### config.mk
export PLATFORM = sky130hd
export DESIGN_NAME = switching_activity_monitor
export DESIGN_NICKNAME = d
export VERILOG_FILES = /design/src/rtl/switching_activity_monitor.sv
export SDC_FILE = /design/constraint.sdc
export NUM_CORES = 1
export LEC_CHECK = 0
export CORE_MARGIN = 2
export CORE_UTILIZATION = 51
export DETAILED_ROUTE_END_ITERATION = 10
export PLACE_DENSITY = 0.89
export SYNTH_ARGS = -nofsm -noshare
export SYNTH_HDL_FRONTEND = slang
export SYNTH_SLANG_ARGS = --single-unit
### constraint.sdc
create_clock -name clk -period 3 [get_ports clk]
set_clock_uncertainty 0.15 [all_clocks]
set_input_delay 0.3 -clock clk [delete_from_list [all_inputs] [get_ports clk]]
set_output_delay 0.3 -clock clk [all_outputs]
set_load 0.005 [all_outputs]
### src/rtl/switching_activity_monitor.sv
// switching_activity_monitor
// Samples a sub-circuit's input vector and output bit on each accepted handshake and
// accumulates Hamming toggle counts over a window of WINDOW samples. The first sample of
// a window only primes the history registers.
// Optional feature macro: ACT_SAT_EN (saturating accumulators plus sticky r_sat flag).
module switching_activity_monitor #(
    parameter int unsigned NIN    = 4,
    parameter int unsigned WINDOW = 8,
    parameter int unsigned CNT_W  = 8
) (
    input  logic             clk,
    input  logic             rst_n,
    input  logic             start,
    input  logic             s_valid,
    output logic             s_ready,
    input  logic [NIN-1:0]   s_in_vec,
    input  logic             s_out_bit,
    output logic             r_valid,
    input  logic             r_ready,
    output logic [CNT_W-1:0] r_in_toggles,
    output logic [CNT_W-1:0] r_out_toggles,
    output logic             r_sat,
    output logic             busy
);

    localparam int unsigned CNT_SW = $clog2(WINDOW + 1);
`ifdef ACT_SAT_EN
    localparam int unsigned SUM_W  = CNT_W + 1;
`else
    localparam int unsigned SUM_W  = CNT_W;
`endif

    typedef enum logic [1:0] {
        IDLE   = 2'd0,
        ACCUM  = 2'd1,
        REPORT = 2'd2
    } state_t;

    state_t              state;
    logic [NIN-1:0]      prev_in;
    logic                prev_out;
    logic                have_prev;
    logic [CNT_SW-1:0]   sample_cnt;
    logic [CNT_W-1:0]    in_acc;
    logic [CNT_W-1:0]    out_acc;
    logic [NIN-1:0]      diff;
    logic [SUM_W-1:0]    pc;
    logic [SUM_W-1:0]    in_sum;
    logic [SUM_W-1:0]    out_sum;
    logic                accept;
`ifdef ACT_SAT_EN
    logic                sat_q;
`endif

    assign accept = s_valid & s_ready;

    // Candidate accumulator sums for the current sample (one extra carry bit when saturating)
    always_comb begin
        diff = s_in_vec ^ prev_in;
        pc   = '0;
        for (int unsigned i = 0; i < NIN; i++) begin
            pc = pc + SUM_W'(diff[i]);
        end
        in_sum  = SUM_W'(in_acc) + pc;
        out_sum = SUM_W'(out_acc) + SUM_W'(s_out_bit ^ prev_out);
    end

    // Window control FSM with registered handshake/status outputs and accumulators
    always_ff @(posedge clk) begin
        if (!rst_n) begin
            state      <= IDLE;
            s_ready    <= 1'b0;
            r_valid    <= 1'b0;
            busy       <= 1'b0;
            prev_in    <= '0;
            prev_out   <= 1'b0;
            have_prev  <= 1'b0;
            sample_cnt <= '0;
            in_acc     <= '0;
            out_acc    <= '0;
`ifdef ACT_SAT_EN
            sat_q      <= 1'b0;
`endif
        end else begin
            case (state)
                IDLE: begin
                    if (start) begin
                        in_acc     <= '0;
                        out_acc    <= '0;
                        sample_cnt <= '0;
                        have_prev  <= 1'b0;
`ifdef ACT_SAT_EN
                        sat_q      <= 1'b0;
`endif
                        state      <= ACCUM;
                        s_ready    <= 1'b1;
                        busy       <= 1'b1;
                    end
                end
                ACCUM: begin
                    if (accept) begin
                        if (have_prev) begin
`ifdef ACT_SAT_EN
                            if (in_sum[CNT_W]) begin
                                in_acc <= '1;
                                sat_q  <= 1'b1;
                            end else begin
                                in_acc <= in_sum[CNT_W-1:0];
                            end
                            if (out_sum[CNT_W]) begin
                                out_acc <= '1;
                                sat_q   <= 1'b1;
                            end else begin
                                out_acc <= out_sum[CNT_W-1:0];
                            end
`else
                            in_acc  <= in_sum;
                            out_acc <= out_sum;
`endif
                        end
                        prev_in    <= s_in_vec;
                        prev_out   <= s_out_bit;
                        have_prev  <= 1'b1;
                        sample_cnt <= sample_cnt + 1'b1;
                        if (sample_cnt == CNT_SW'(WINDOW - 1)) begin
                            state   <= REPORT;
                            s_ready <= 1'b0;
                            r_valid <= 1'b1;
                        end
                    end
                end
                REPORT: begin
                    if (r_ready) begin
                        state   <= IDLE;
                        r_valid <= 1'b0;
                        busy    <= 1'b0;
                    end
                end
                default: begin
                    state   <= IDLE;
                    s_ready <= 1'b0;
                    r_valid <= 1'b0;
                    busy    <= 1'b0;
                end
            endcase
        end
    end

    // Accumulators are frozen outside ACCUM, so they serve directly as the result registers
    assign r_in_toggles  = in_acc;
    assign r_out_toggles = out_acc;
`ifdef ACT_SAT_EN
    assign r_sat = sat_q;
`else
    assign r_sat = 1'b0;
`endif

endmodule

==> results of run 1 <==
[cells by family (layout without fill, tap and decap cells)]
family / after synthesis / in the layout / synth area share
other: 1 / 1 / 0.002338
XOR/XNOR: 12 / 12 / 0.06552
buffers and inverters: 18 / 47 / 0.04992
AO/OA/AOI/OAI: 41 / 41 / 0.1724
multiplexers: 2 / 2 / 0.01248
adder cells (fa/ha/maj): 7 / 7 / 0.06865
AND/OR/NAND/NOR: 71 / 71 / 0.2418
flip-flops: 31 / 31 / 0.3869
[power breakdown]
| part | switching [mW] | internal (mW) | total, mW |
|---|---|---|---|
| sequential | 0.0124 | 0.420 | 0.432 |
| combinational | 0.0484 | 0.0482 | 0.0966 |
| clock | 0.151 | 0.0912 | 0.242 |
| total | 0.212 | 0.559 | 0.771 |
[state kept, by name (all words and copies together), names as in the netlist]
name / cells
busy: 1
have_prev: 1
prev_in: 4
prev_out: 1
r_in_toggles: 8
r_out_toggles: 8
r_valid: 1
s_ready: 1
sample_cnt: 4
state: 2
[synth_stat cells (3+ instances only)]
master and n:
nor3b_1 3, dfxtp_1 31, nor2_1 11, o21ai_0 4, ha_1 4, a21oi_1 11, a21boi_0 11, xnor2_1 6
fa_1 3, nand3_1 6, and2_1 5, nor2b_1 7, xor2_1 6, a211oi_1 3, nand2_1 21, nand4_1 4
inv_1 9, clkbuf_1 6, or3_1 3
[stage by stage]
stage	power, mW	std cells	utilization
global route	0.8098	256	0.6467
finish	0.7709	256	0.6467
detailed placement	0.5385	248	0.6302
CTS	0.7782	256	0.6467
global placement	0.5367	248	0.6302
floorplan	0.5018	183	-
[how the worst max path moves through the flow]
stage           startpoint         endpoint  slack [ns]  depth (start not counted)
4_1_cts        s_in_vec[0]  r_in_toggles[4]        0.39                         10
5_1_grt        s_in_vec[0]  r_in_toggles[2]        0.26                         10
6_report       s_in_vec[0]  r_in_toggles[2]        0.39                         10
2_1_floorplan   prev_in[0]  r_in_toggles[6]        0.61                          8
3_3_place_gp   s_in_vec[0]  r_in_toggles[2]        0.09                         10
3_5_place_dp   s_in_vec[0]  r_in_toggles[2]        0.02                         10
[layout make-up]
type	instances	area (µm²)	share of cell area
Tap cell	44	55.05	0.02811
Timing Repair Buffer	30	295.3	0.1508
Clock buffer	7	45.04	0.02300
Inverter	9	33.78	0.01725
Clock inverter	1	5.005	0.002556
Multi-Input combinational cell	134	903.4	0.4613
Sequential cell	31	620.6	0.3169
[layer usage]
metal / vias up / GRT usage / share of wire
met5: - / 0 / 0
met4: 0 / 0.1048 / 0.023
met3: 7 / 0.06926 / 0.038
met1: 615 / 0.2440 / 0.47
met2: 22 / 0.3432 / 0.47
li1: 690 / - / -
[tightest hold or removal path, delay by kind of cell, from the launching register on]
kind | cells | cell delay [ns]
flops | 1 | 0.32
compound gates | 1 | 0.07
simple gates | 1 | 0.05
==> results.tsv, run 1 <==
stage	metric	value	unit
sta	fmax	383.2	MHz
synthesis	yosys.area.top_type	dfxtp_1	
routing	vias	1334	
cts	cts_buffers	5	
critical_path	reg2reg_slack	0.47	ns
synthesis	synth-seq-area-share	0.3869	
placement	dpl.hpwl	2269	µm
finish	final_cell_mix	dfxtp_1 (31), clkdlybuf4s50_1 (28), nand2_1 (21)	
cts	cts_num_sinks	31	
min_path	worstHoldStart	r_valid	
pwr	leakage	0.7034	nW
cts	path_clk_slew	0.09	ns
status	status	finished, final reports clean	
routing	wirelength	3225	µm
finish	drive_gt1_frac	0.04717	
synthesis	synth-async-reset-ratio	0	
finish	finalInstanceArea	0.001958	mm²
critical_path	crit_slowest_cell	fa_1	
floorplanning	initial_core_util	0.5298	
placement	pre_cts_slack	0.01552	ns
cts	cts_tree	yes	
synthesis	avgSynthCellArea	8.765	µm²
synthesis	syn_nets	200	
critical_path	slowest_delay	0.50	ns
critical_path	path_buf_inv	3	
placement	place_area	0.001908	mm²
sta	whs	0.3264	ns
routing	drt_iter0_drc	29	
critical_path	rr_startpoint	prev_in[0]	
critical_path	crit_chain	clkdlybuf4s50_1 -> xnor2_1 -> fa_1 -> inv_1 -> fa_1 -> fa_1 -> inv_1 -> a211oi_1 -> xnor2_1 -> nor2_1	
sta	setup_viol_count_final	0	
sta	tns	0	ns
placement	port_buffers	28	
sta	timing.final.crit_share	0.8698	
cts	ctsResizeCount	0	
sta	relSlewSlack	0.6740	
floorplanning	die_y	60.08	µm
sta	rsz0062_at_grt	false	
floorplanning	ios	30	
cts	cts_hold_buf	0	
routing	antenna_left	0	
synthesis	netlist_area	0.001604	mm²
floorplanning	coreArea	0.003028	mm²
pwr	power.density	393.7	mW/mm²
critical_path	path_class	input pin to register	
cts	htreeDepth	2	
synthesis	synth.distinct_cells	43	
finish	num-nets-final	228	
floorplanning	die_area	0.003610	mm²
routing	drt_pass1_iterations	4	
synthesis	netlist_instances	183	
critical_path	worstPathMaxFanout	2	
min_path	hold_end	r_valid	
finish	synthToLayoutAreaGrowth	22.08	%
synthesis	synth_seq_cells	31	
cts	clock_path_buffers	2	
finish	num_antenna_cells	0	
critical_path	start_kind	input pin	
min_path	hold_class	register to register	
finish	layout_commonest_cell	dfxtp_1	
pwr	vdd_ir_drop_max	0.0003497	V
synthesis	ys_top_cells_by_area	dfxtp_1 (39%), a21boi_0 (5.1%), nand2_1 (4.9%)	
critical_path	r2r_end	r_in_toggles[2]	
routing	drcViolationCount	0	
floorplanning	std_cell_rows	20	
synthesis	synth_top_area_frac	0.3869	
routing	wire_per_inst	12.60	µm
global_routing	grt_max_degree	22	
global_routing	grt_pass1_wl	5547	µm
synthesis	synth-edff-count	0	
global_routing	antenna_found_initial	0	
floorplanning	fp.dieW	60.08	µm
global_routing	grt_use_total	0.2100	
global_routing	grt_pass1_vias	1268	
critical_path	critical_path.top_delay_family	adder cells	
run	maxCapViolations	0	
sta	worstMarginPinSlew	0.4767	ns
critical_path	required	3.09	ns
cts	cts-root-buf	clkbuf_4	
sta	final_max_slew_viol_count	0	
routing	viasPerCell	5.211	
critical_path	rr_worst_depth	9	
synthesis	synthFlopType	dfxtp_1	
critical_path	crit_arrival	2.70	ns
min_path	whs_path_depth	2	
placement	place_congestion	0.7713	
critical_path	critPathCaptureType	register	
cts	post_cts_buffers	0	
global_routing	grt-ovfl-total	0	
cts	worstSkewPairLatency	0.35	ns
finish	nFillCells	269	
synthesis	ys.warnings.count	0	
critical_path	crit_top_cell	fa_1	
sta	finalHoldViolCount	0	
sta	fin_crit	2.609	ns
sta	finalWorstSetupSlack	0.3906	ns
Note: power is estimated with default switching activity, not from simulation.
==> run 2: changes to the inputs <==
--- a/config.mk
+++ b/config.mk
@@ -6,9 +6,10 @@
 export NUM_CORES = 1
 export LEC_CHECK = 0
 export CORE_MARGIN = 2
-export CORE_UTILIZATION = 51
+export CORE_UTILIZATION = 55
 export DETAILED_ROUTE_END_ITERATION = 10
-export PLACE_DENSITY = 0.89
+export PLACE_DENSITY = 0.95
+export SETUP_SLACK_MARGIN = 0.15
 export SYNTH_ARGS = -nofsm -noshare
 export SYNTH_HDL_FRONTEND = slang
 export SYNTH_SLANG_ARGS = --single-unit
==> constraint.sdc (replaced) <==
create_clock -name clk -period 3.1 [get_ports clk]
set_clock_uncertainty 0.15 [all_clocks]
set_input_delay 0.31 -clock clk [delete_from_list [all_inputs] [get_ports clk]]
set_output_delay 0.31 -clock clk [all_outputs]
set_load 0.005 [all_outputs]
==> results.tsv, run 2 (synthesis results as in run 1) <==
stage	metric	value	unit
status	status	finished, final reports clean	
min_path	whs_path_depth	2	
cts	post_cts_buffers	0	
pwr	power.share.clock	0.353	
global_routing	antenna_found_initial	0	
critical_path	path_class	input pin to register	
min_path	hold_class	register to register	
sta	relSlewSlack	0.6613	
critical_path	reg2reg_slack	0.63	ns
pwr	seqPwrFrac	0.529	
finish	final_cell_mix	dfxtp_1 (31), clkdlybuf4s50_1 (28), nand2_1 (21)	
cts	clock_path_buffers	2	
min_path	hold_end	prev_in[1]	
cts	htreeDepth	2	
finish	layout_commonest_cell	dfxtp_1	
finish	num_antenna_cells	0	
routing	wire_per_inst	13.32	µm
sta	rsz0062_at_grt	false	
run	maxCapViolations	0	
placement	place_congestion	0.8013	
routing	viasPerCell	5.667	
cts	cts_hold_buf	0	
cts	path_clk_slew	0.10	ns
sta	finalHoldViolCount	0	
cts	ctsResizeCount	0	
finish	num-nets-final	228	
critical_path	worstPathMaxFanout	2	
cts	cts_tree	yes	
cts	cts_buffers	5	
floorplanning	std_cell_rows	19	
critical_path	crit_arrival	2.66	ns
critical_path	rr_startpoint	prev_in[0]	
pwr	switchingPower	205.7	µW
floorplanning	fp.dieW	58.01	µm
routing	drcViolationCount	0	
sta	final_max_slew_viol_count	0	
sta	timing.final.crit_share	0.8307	
placement	place_area	0.001892	mm²
pwr	p_sw_frac	0.2601	
critical_path	required	3.18	ns
global_routing	grt_pass1_wl	5451	µm
floorplanning	die_area	0.003365	mm²
global_routing	gr-usage-met2	0.3231	
global_routing	gr-max-usage-layer	met2	
global_routing	grt_max_degree	22	
critical_path	r2r_end	r_in_toggles[2]	
finish	synthToLayoutAreaGrowth	22.46	%
critical_path	rr_worst_depth	9	
global_routing	grt.met1_usage	0.2865	
sta	fmax	388.3	MHz
pwr	power.density	402.6	mW/mm²
cts	cts-root-buf	clkbuf_4	
critical_path	critPathCaptureType	register	
routing	antenna_left	0	
pwr	pwr-share-comb	0.118	
routing	vias	1377	
sta	tns	0	ns
global_routing	grt-ovfl-total	0	
global_routing	met3_usage	0.07143	
cts	cts_num_sinks	31	
sta	fin_crit	2.575	ns
cts	worstSkewPairLatency	0.34	ns
sta	worstMarginPinSlew	0.4952	ns
pwr	vdd_ir_drop_max	0.0003689	V
min_path	worstHoldStart	prev_in[1]	
routing	drt_iter0_drc	38	
floorplanning	initial_core_util	0.5817	
finish	utilization	0.7123	
placement	port_buffers	28	
floorplanning	ios	30	
placement	dpl.hpwl	2246	µm
global_routing	grt_pass1_vias	1210	
global_routing	grt_use_total	0.2128	
finish	finalInstanceArea	0.001964	mm²
routing	drt_pass1_iterations	5	
floorplanning	die_y	58.01	µm
finish	drive_gt1_frac	0.05660	
floorplanning	coreArea	0.002758	mm²
pwr	p_int	585.2	µW
routing	wirelength	3237	µm
sta	setup_viol_count_final	0	
critical_path	start_kind	input pin	
pwr	leakage	0.7116	nW
run 2: cell count changes in the layout (fill, tap and decap cells not counted), sizes merged:
cell and change:
clkinv -1, clkinvlp +1
run 2: per-layer routing:
layer | vias up | wire length, µm
met2 | 48 | 1483
met3 | 13 | 181
li1 | 691 | -
met4 | 0 | 63
met5 | - | 0
met1 | 625 | 1509
run 2: how the worst max path moves through the flow:
stage	start	end	cells past startpoint	slack, ns
2_1_floorplan	s_in_vec[0]	r_in_toggles[6]	8	0.71
3_3_place_gp	s_in_vec[0]	r_in_toggles[2]	10	0.18
3_5_place_dp	s_in_vec[0]	r_in_toggles[2]	10	0.16
4_1_cts	s_in_vec[0]	r_in_toggles[2]	10	0.52
5_1_grt	s_in_vec[0]	r_in_toggles[2]	10	0.40
6_report	s_in_vec[0]	r_in_toggles[2]	10	0.52
run 2: final cells by class:
type                    instances  area, µm²
multi-input cells             134      903.4
fillers                       212      793.3
flip-flops and latches         31      620.6
repair buffers                 30      295.3
clock buffers                   7      65.06
well taps                      31      38.79
inverters                       9      33.78
clock inverters                 1      7.507
run 2: metrics by stage:
stage	total power, mW	hold slack (ns)	setup slack (ns)	cells
3_3_place_gp	0.5186	0.3090	0.1829	235
6_report	0.7909	0.3309	0.5250	243
3_5_place_dp	0.5205	0.3216	0.1607	235
2_1_floorplan	0.4856	0.3049	0.7085	183
5_1_grt	0.8331	0.3586	0.4044	243
4_1_cts	0.7960	0.3356	0.5216	243
run 2: power by group through the flow:
stage / combinational, mW / clock, mW / sequential, mW
2_1_floorplan: 0.0623 / 0 / 0.423
3_3_place_gp: 0.0918 / 0 / 0.427
3_5_place_dp: 0.0932 / 0 / 0.427
4_1_cts: 0.0940 / 0.284 / 0.418
5_1_grt: 0.107 / 0.305 / 0.421
6_report: 0.0934 / 0.279 / 0.418
run 2: worst max-delay path, stage by stage:
cell             delay, ns
clkdlybuf4s50_1       0.43
xnor2_1               0.16
fa_1                  0.50
inv_1                 0.05
fa_1                  0.44
fa_1                  0.41
inv_1                 0.09
a211oi_1              0.05
xnor2_1               0.15
nor2_1                0.05
==> run 3: changes to the inputs <==
--- a/config.mk
+++ b/config.mk
@@ -6,9 +6,9 @@
 export NUM_CORES = 1
 export LEC_CHECK = 0
 export CORE_MARGIN = 2
-export CORE_UTILIZATION = 55
+export CORE_UTILIZATION = 51
 export DETAILED_ROUTE_END_ITERATION = 10
-export PLACE_DENSITY = 0.95
+export PLACE_DENSITY = 0.89
 export SETUP_SLACK_MARGIN = 0.15
 export SYNTH_ARGS = -nofsm -noshare
 export SYNTH_HDL_FRONTEND = slang
==> constraint.sdc (replaced) <==
create_clock -name clk -period 2.4 [get_ports clk]
set_clock_uncertainty 0.15 [all_clocks]
set_input_delay 0.24 -clock clk [delete_from_list [all_inputs] [get_ports clk]]
set_output_delay 0.24 -clock clk [all_outputs]
set_load 0.005 [all_outputs]
==> results.tsv, run 3 (synthesis results as in run 1) <==
stage	metric	value	unit
placement	pre_cts_slack	-0.3807	ns
floorplanning	die_area	0.003610	mm²
finish	nFillCells	230	
routing	drcViolationCount	0	
pwr	switchingPower	271.8	µW
finish	num_antenna_cells	0	
finish	drive_gt1_frac	0.1455	
sta	finalWorstSetupSlack	-0.002914	ns
critical_path	worstPathMaxFanout	2	
status	status	finished, violations left	
routing	antenna_left	0	
critical_path	crit_arrival	2.48	ns
finish	num-nets-final	236	
cts	clock_path_buffers	2	
routing	drt_iter0_drc	64	
finish	layout_commonest_cell	dfxtp_1	
finish	final_cell_mix	dfxtp_1 (30), clkdlybuf4s50_1 (26), nand2_1 (20)	
floorplanning	coreArea	0.003028	mm²
global_routing	grt_max_degree	21	
finish	final_cells	264	
placement	place_area	0.001966	mm²
global_routing	grt_pass1_vias	1384	
routing	wire_per_inst	12.69	µm
global_routing	grt_pass1_wl	5830	µm
pwr	seqPwrFrac	0.513	
routing	drt_pass1_iterations	4	
placement	place_congestion	0.7687	
sta	fmax	416.2	MHz
critical_path	start_kind	register	
floorplanning	die_y	60.08	µm
cts	cts_tree	yes	
cts	worstSkewPairLatency	0.33	ns
pwr	pwr-share-comb	0.152	
routing	viasPerCell	5.322	
cts	cts_hold_buf	0	
pwr	power.total	1.048	mW
routing	wl_met2	1590	µm
routing	met1_length	1527	µm
routing	wirelength	3350	µm
sta	fin_crit	2.403	ns
critical_path	required	2.48	ns
routing	wl_met3	130	µm
pwr	p_int	776.5	µW
floorplanning	std_cell_rows	20	
sta	timing.final.crit_share	1.001	
floorplanning	fp.dieW	60.08	µm
routing	vias	1405	
placement	port_buffers	28	
cts	cts-root-buf	clkbuf_4	
global_routing	grt_use_total	0.2181	
sta	rsz0062_at_grt	true	
pwr	power.density	498.4	mW/mm²
cts	htreeDepth	2	
sta	setup_viol_count_final	1	
pwr	vdd_ir_drop_max	0.0002849	V
cts	path_clk_slew	0.10	ns
min_path	hold_class	input pin to register	
global_routing	antenna_found_initial	0	
floorplanning	initial_core_util	0.5298	
sta	finalHoldViolCount	0	
pwr	leakage	0.7710	nW
finish	finalInstanceArea	0.002103	mm²
critical_path	path_class	register to register	
status	violations	setup timing	
placement	place_inst	255	
finish	synthToLayoutAreaGrowth	31.12	%
placement	dpl.hpwl	2399	µm
cts	cts_num_sinks	31	
pwr	p_sw_frac	0.2593	
pwr	power.share.clock	0.335	
floorplanning	ios	30	
cts	cts_buffers	5	
global_routing	grt-ovfl-total	0	
routing	top_layer_used	met4	
sta	final_max_slew_viol_count	0	
run	maxCapViolations	0	
critical_path	critPathCaptureType	register	
-- run 3: changes by cell type in the layout (fill, tap and decap cells not counted), moves of 2 or more --
| cell | change |
|---|---|
| a21oi_1 | -2 |
| inv_2 | +2 |
| buf_4 | +8 |
| fa_2 | +2 |
| inv_1 | -2 |
| fa_1 | -2 |
| clkdlybuf4s50_1 | -2 |
-- run 3: routing by layer --
metal,global-route usage,vias up
met5,0,-
met4,0.1206,0
met3,0.06494,12
met2,0.3307,35
met1,0.2750,648
li1,-,710
-- run 3: worst paths after layout --
| path | startpoint | end | slack (ns) | depth (start not counted) |
|---|---|---|---|---|
| worst max-delay path | prev_in[0] | r_in_toggles[6] | -0.003 | 8 |
| worst min-delay path | s_in_vec[2] | prev_in[2] | 0.07 | 3 |
| worst max register to register | prev_in[0] | r_in_toggles[6] | -0.003 | 8 |
| worst min register to register | r_valid | r_valid | 0.33 | 2 |
-- run 3: cell type report --
class                           instances  area, µm²  area share
Clock buffer                            8      68.82     0.03272
Inverter                                9      33.78     0.01606
Multi-Input combinational cell        134      967.2      0.4598
Sequential cell                        31      621.8      0.2957
Tap cell                               44      55.05     0.02617
Timing Repair Buffer                   38      356.6      0.1695
-- run 3: repair_timing --
action / CTS / global route
pin swaps: 2 / 9
resized for setup: 5 / 12
endpoints found under the setup margin: 7 / 8
setup buffers: 0 / 1
-- run 3: through the flow --
stage                      TNS [ns]  hold WS, ns    util
final                     -0.002914      0.07470  0.6946
after global routing        -0.2917      0.09082  0.6946
after CTS                         0       0.1780  0.6764
after detailed placement     -2.455       0.3233  0.6492
after global placement       -1.848       0.3074  0.6492
after floorplan                   0       0.2349       -
-- run 3: worst max-delay path: stages, from the launching register on --
cell and delay [ns]:
dfxtp_2 0.35, xnor2_2 0.14, fa_1 0.54, inv_2 0.05
fa_2 0.35, fa_2 0.37, o2111ai_1 0.13, xor2_1 0.18
nor2_1 0.05
-- run 3: power groups by stage --
stage / Combinational [mW] / Clock [mW] / Sequential (mW)
floorplan: 0.0817 / 0 / 0.547
global placement: 0.132 / 0 / 0.549
detailed placement: 0.137 / 0 / 0.550
CTS: 0.141 / 0.360 / 0.538
global route: 0.175 / 0.385 / 0.540
finish: 0.159 / 0.351 / 0.538
